--- config.mk ---
export PLATFORM = sky130hd
export DESIGN_NAME = gsm_cell_serializer
export DESIGN_NICKNAME = d
export VERILOG_FILES = /design/src/rtl/gsm_cell_serializer.sv
export SDC_FILE = /design/constraint.sdc
export NUM_CORES = 1
export LEC_CHECK = 0
export BUFFER_PORTS_ARGS = -buffer_cell sky130_fd_sc_hd__buf_2
export CAP_MARGIN = 20
export CORE_UTILIZATION = 49
export DETAILED_ROUTE_END_ITERATION = 10
export PLACE_DENSITY = 0.76
export SYNTH_ARGS = -nofsm -noshare
export SYNTH_HDL_FRONTEND = slang
export SYNTH_SLANG_ARGS = --single-unit
--- constraint.sdc ---
create_clock -name clk_80M -period 1.85 [get_ports clk_80M]
set_clock_uncertainty 0.05 [all_clocks]
set_input_delay 0 -clock clk_80M [delete_from_list [all_inputs] [get_ports clk_80M]]
set_output_delay 0 -clock clk_80M [all_outputs]
set_load 0.01 [all_outputs]
--- src/rtl/gsm_cell_serializer.sv ---
// Bit-serial transmitter for one GSM switch ingress port: takes a parallel cell,
// shifts it out MSB first, then issues a one-cycle valid/header strobe.
module gsm_cell_serializer #(
  parameter int DWIDTH     = 256,
  parameter int LOG_DWIDTH = 8,
  parameter int GAP        = 2
) (
  input  logic              clk_80M,
  input  logic              clr_80M,
  input  logic              i_cell_valid,
  input  logic              i_cell_header,
  input  logic [DWIDTH-1:0] i_cell_data,
  output logic              o_cell_ready,
  input  logic              i_stall,
  output logic              o_valid,
  output logic              o_header,
  output logic              o_data_bit,
  output logic              o_busy,
  output logic [15:0]       o_cell_count
);

  typedef enum logic [1:0] {
    ST_IDLE,
    ST_SHIFT,
    ST_STROBE,
    ST_GAP
  } state_t;

  localparam logic [LOG_DWIDTH-1:0] LAST_BIT = LOG_DWIDTH'(DWIDTH - 1);
  localparam logic [LOG_DWIDTH-1:0] LAST_GAP = LOG_DWIDTH'((GAP > 0) ? (GAP - 1) : 0);
  localparam logic                  GAP_EN   = (GAP > 0);

  state_t                state_q, state_d;
  logic [DWIDTH-1:0]     sreg_q, sreg_d;
  logic [LOG_DWIDTH-1:0] cnt_q, cnt_d;
  logic                  hdr_q, hdr_d;
  logic                  data_bit_q, data_bit_d;
  logic                  valid_q, valid_d;
  logic                  header_q, header_d;
  logic                  busy_q, busy_d;
  logic [15:0]           count_q, count_d;
  logic                  accept;

  // Back-to-back acceptance from STROBE only exists without an idle gap.
  assign o_cell_ready = !i_stall && ((state_q == ST_IDLE) ||
                                     ((state_q == ST_STROBE) && !GAP_EN));
  assign accept       = i_cell_valid && o_cell_ready;

  always_ff @(posedge clk_80M) begin
    if (clr_80M) begin
      state_q    <= ST_IDLE;
      sreg_q     <= '0;
      cnt_q      <= '0;
      hdr_q      <= 1'b0;
      data_bit_q <= 1'b0;
      valid_q    <= 1'b0;
      header_q   <= 1'b0;
      busy_q     <= 1'b0;
      count_q    <= '0;
    end else begin
      state_q    <= state_d;
      sreg_q     <= sreg_d;
      cnt_q      <= cnt_d;
      hdr_q      <= hdr_d;
      data_bit_q <= data_bit_d;
      valid_q    <= valid_d;
      header_q   <= header_d;
      busy_q     <= busy_d;
      count_q    <= count_d;
    end
  end

  always_comb begin
    state_d = state_q;
    case (state_q)
      ST_IDLE: begin
        if (accept) state_d = ST_SHIFT;
      end
      ST_SHIFT: begin
        if (cnt_q == LAST_BIT) state_d = ST_STROBE;
      end
      ST_STROBE: begin
        if (GAP_EN)      state_d = ST_GAP;
        else if (accept) state_d = ST_SHIFT;
        else             state_d = ST_IDLE;
      end
      ST_GAP: begin
        if (cnt_q == LAST_GAP) state_d = ST_IDLE;
      end
      default: state_d = ST_IDLE;
    endcase
  end

  // The MSB goes straight to the output flop on accept, so the register only
  // keeps the remaining bits and the first bit appears on the following cycle.
  always_comb begin
    sreg_d     = sreg_q;
    cnt_d      = cnt_q;
    hdr_d      = hdr_q;
    data_bit_d = 1'b0;
    valid_d    = 1'b0;
    header_d   = 1'b0;
    count_d    = count_q;

    if (accept) begin
      sreg_d     = {i_cell_data[DWIDTH-2:0], 1'b0};
      hdr_d      = i_cell_header;
      cnt_d      = '0;
      data_bit_d = i_cell_data[DWIDTH-1];
    end

    case (state_q)
      ST_SHIFT: begin
        if (cnt_q == LAST_BIT) begin
          valid_d  = 1'b1;
          header_d = hdr_q;
          count_d  = count_q + 16'd1;
        end else begin
          data_bit_d = sreg_q[DWIDTH-1];
          sreg_d     = sreg_q << 1;
          cnt_d      = cnt_q + 1'b1;
        end
      end
      ST_STROBE: begin
        if (GAP_EN) cnt_d = '0;
      end
      ST_GAP: begin
        cnt_d = cnt_q + 1'b1;
      end
      default: ;
    endcase

    busy_d = (state_d != ST_IDLE);
  end

  assign o_valid      = valid_q;
  assign o_header     = header_q;
  assign o_data_bit   = data_bit_q;
  assign o_busy       = busy_q;
  assign o_cell_count = count_q;

endmodule

==> impl_metrics.yaml <==
run_status:
  status: "complete, but fails checks"
  failed_checks: "negative setup slack"
worst_setup_path:
  worstSetupPathType: "register to register"
  cp.required_ns: 2.23
  r2r_slack_ns: -0.13
  critPathArrivalTime_ns: 2.36
  critPathMaxFanout: 32
  rr_endpoint: "sreg_q[239]"
  worst_r2r_path_depth: 7
  critPathLaunchType: "register"
  reg2reg_from: "cnt_q[1]"
  critPathCaptureType: "register"
global_routing:
  grt_max_degree: 146
  grt_pass1_vias: 12570
  grtUsageTotal: 0.3009
  global_route.overflow_total: 0
  antenna_found_initial: 4
  grt_first_pass_wirelength_um: 63990
sta:
  setup_violations: 27
  period_share: 1.073
  rsz0062_at_grt: "true"
  holdWs_ns: 0.1763
  tightest_slew_ns: 0.8508
  layout_setup_ws_ns: -0.1350
  slew_violations: 0
  fin_crit_ns: 1.985
  fmax_mhz: 503.8
  final-hold-violation-count: 0
  slew_headroom: 0.4328
synth:
  ys_seq_elements: 287
  netlist_area_um2: 12610
  synthSimpleGateAreaFrac: 0.1098
  avgSynthCellArea_um2: 9.666
  synthMuxAreaShare: 0.2057
  yosysWarnings: 0
  async_flop_share: 0
  synth_edf_count: 0
  synth_compound_area_frac: 0.1751
  synth_nets: 1569
  yosys_most_used_dff: "dfxtp_1"
  synth_fa_ha_area_frac: 0.002976
  synth_cell_types: 47
  synth_xor_area_frac: 0.002777
  synth_top_family_by_area: "multiplexers"
  synthCells: 1305
  ys_seq_area_frac: 0.4555
pwr:
  combPwrFrac: 0.187
  total_power_uw: 17450
  power_density_nw_per_um2: 888.1
  power_switching_uw: 4547
  peakVddDrop_uv: 743.7
  sequentialPowerShare: 0.410
  pwr-share-clk: 0.403
  intPower_uw: 12900
  sw_frac_of_total: 0.2606
  leakage_uw: 0.008123
floorplanning:
  io_pins: 282
  core_area_um2: 25180
  dieArea_um2: 26390
  die_y_um: 162.5
  rows: 58
  start_util: 0.5009
  die_w_um: 162.5
detailed_routing:
  viasPerCell: 5.809
  drc_errors: 0
  vias: 12780
  first_pass_iters: 5
  detail_route.iter0.violations: 1048
  ant_nets: 0
  finalWirelength_um: 46270
  post_drt_wl_per_cell_um: 21.04
layout:
  fin_nets: 2105
  final_util: 0.7803
  drive_above_1_share: 0.2917
  stdcell_count: 2199
  area_growth_pct: 55.76
  fillers: 1390
clock_network:
  numCtsBuffers: 30
  h-tree-depth: 1
  clk_pin_slew_ns: 0.06
  cts_root_buf: "clkbuf_16"
  clockBufferDepth: 3
  clkLatencyLatePin_ns: 0.55
  cts.sinks: 287
  cts_tree: "built"
place:
  dp_hpwl_um: 20480
  numPortBuffers: 281
  gp_congestion: 0.8574
  dp_slack_ns: -0.07057
  dp.cells: 1862
min_path:
  hp-start: "i_cell_header"
  holdPathStages: 4
  hp-class: "primary input to register"
  hold_end: "hdr_q"
job:
  drv_cap: 0
[how the worst max path moves through the flow]
stage	start	slack, ns	endpoint
3_3_place_gp	cnt_q[1]	-0.05	o_cell_count[12]
6_report	cnt_q[1]	-0.13	sreg_q[239]
5_1_grt	cnt_q[1]	-0.24	sreg_q[239]
4_1_cts	cnt_q[1]	-0.05	sreg_q[97]
3_5_place_dp	cnt_q[1]	-0.07	o_cell_count[11]
2_1_floorplan	cnt_q[1]	0.00006	o_cell_count[7]
[registers in the layout (all words and copies together), names as in the netlist]
name,flops
o_cell_count,16
sreg_q,256
state_q,2
o_data_bit,1
hdr_q,1
cnt_q,8
o_header,1
o_valid,1
o_busy,1
[layout by cell type, fill, tap and decap left out, types with 4 or more instances in the layout]
master / synthesis / routed
a211oi_2: 0 / 63
nand2_1: 9 / 9
dlygate4sd3_1: 0 / 260
nor3_1: 4 / 4
clkinv_2: 0 / 6
buf_2: 62 / 280
buf_16: 0 / 15
diode_2: 0 / 4
a211oi_1: 255 / 192
dfxtp_2: 0 / 5
mux2i_2: 0 / 25
o31ai_1: 10 / 10
buf_12: 0 / 15
or4_1: 10 / 9
nor2_1: 263 / 260
clkbuf_16: 0 / 41
nand4_1: 8 / 8
buf_6: 3 / 10
mux2i_1: 257 / 224
a211o_1: 4 / 4
dfxtp_1: 287 / 282
inv_1: 5 / 5
a21oi_1: 20 / 19
clkbuf_8: 2 / 11
nand3_1: 5 / 5
mux2i_4: 0 / 8
buf_4: 2 / 31
bufinv_16: 0 / 7
[power by group through the flow]
stage               combinational (µW)  clock, µW  sequential [µW]
floorplan                         1460          0             7100
global placement                  2100          0             7160
detailed placement                2150          0             7180
CTS                               2700       7040             7060
global route                      3450       7320             7190
finish                            3260       7030             7150
[critical path, cell delays in order (launching register included)]
cell and delay, ns:
dfxtp_2 0.35, ha_4 0.16, and4_4 0.27, a21o_4 0.22
buf_12 0.18, buf_12 0.20, nor2_1 0.08, a211oi_1 0.34
[timing repair]
| action | CTS | global route |
|---|---|---|
| hold endpoints to repair | 267 | 0 |
| resized for setup | 12 | 134 |
| hold buffers | 260 | 0 |
| pin swaps | 5 | 38 |
| cloned | 5 | 10 |
| setup buffers | 1 | 2 |
| endpoints found under the setup margin | 64 | 253 |
[kinds of logic (layout without fill, tap and decap cells)]
kind of cell    count (synthesis)  after routing
compound gates                300            300
xor+xnor                        4              4
mux                           259            259
fa+ha+maj                       3              3
flops                         287            287
buf+inv                       128            688
other cells                     0              4
simple gates                  324            324
[layer usage]
metal / vias up / GRT usage / routed length (µm) / share of wire
met5: - / 0 / 0 / 0
met4: 0 / 0.1394 / 2617 / 0.057
met3: 209 / 0.05169 / 2787 / 0.060
met2: 623 / 0.5412 / 23360 / 0.50
met1: 6060 / 0.3456 / 17500 / 0.38
li1: 5883 / - / - / -
[synth_stat cells, types with 3 or more instances]
master | n | area [µm²]
nand2_1 | 9 | 33.78
mux2i_1 | 257 | 2572
ha_1 | 3 | 37.54
a211oi_1 | 255 | 1914
a211o_1 | 4 | 35.03
clkbuf_1 | 49 | 183.9
dfxtp_1 | 287 | 5746
inv_1 | 5 | 18.77
o31ai_1 | 10 | 75.07
buf_1 | 5 | 18.77
or4_1 | 10 | 75.07
a21oi_1 | 20 | 100.1
buf_6 | 3 | 33.78
nor3_1 | 4 | 20.02
xor2_1 | 3 | 26.28
nor2_1 | 263 | 987.2
nand3_1 | 5 | 25.02
buf_2 | 62 | 310.3
nand4_1 | 8 | 50.05
and3_1 | 4 | 25.02
[per-stage QoR]
step / area, µm² / TNS, ns
2_1_floorplan: 12630 / 0
3_3_place_gp: 14750 / -0.2161
3_5_place_dp: 14750 / -0.3972
4_1_cts: 18740 / -0.4350
5_1_grt: 19650 / -8.971
6_report: 19650 / -0.9436
[final cells by class]
cell class              count  area (µm²)  share of cell area
clock inverters            14       256.5             0.01305
multi-input cells         890        6828              0.3475
flip-flops and latches    287        5752              0.2927
well taps                 330       412.9             0.02101
repair buffers            627        5454              0.2776
clock buffers              42       917.1             0.04668
diodes                      4       10.01           0.0005094
inverters                   5       18.77           0.0009552
(Power assumes the default switching activity.)
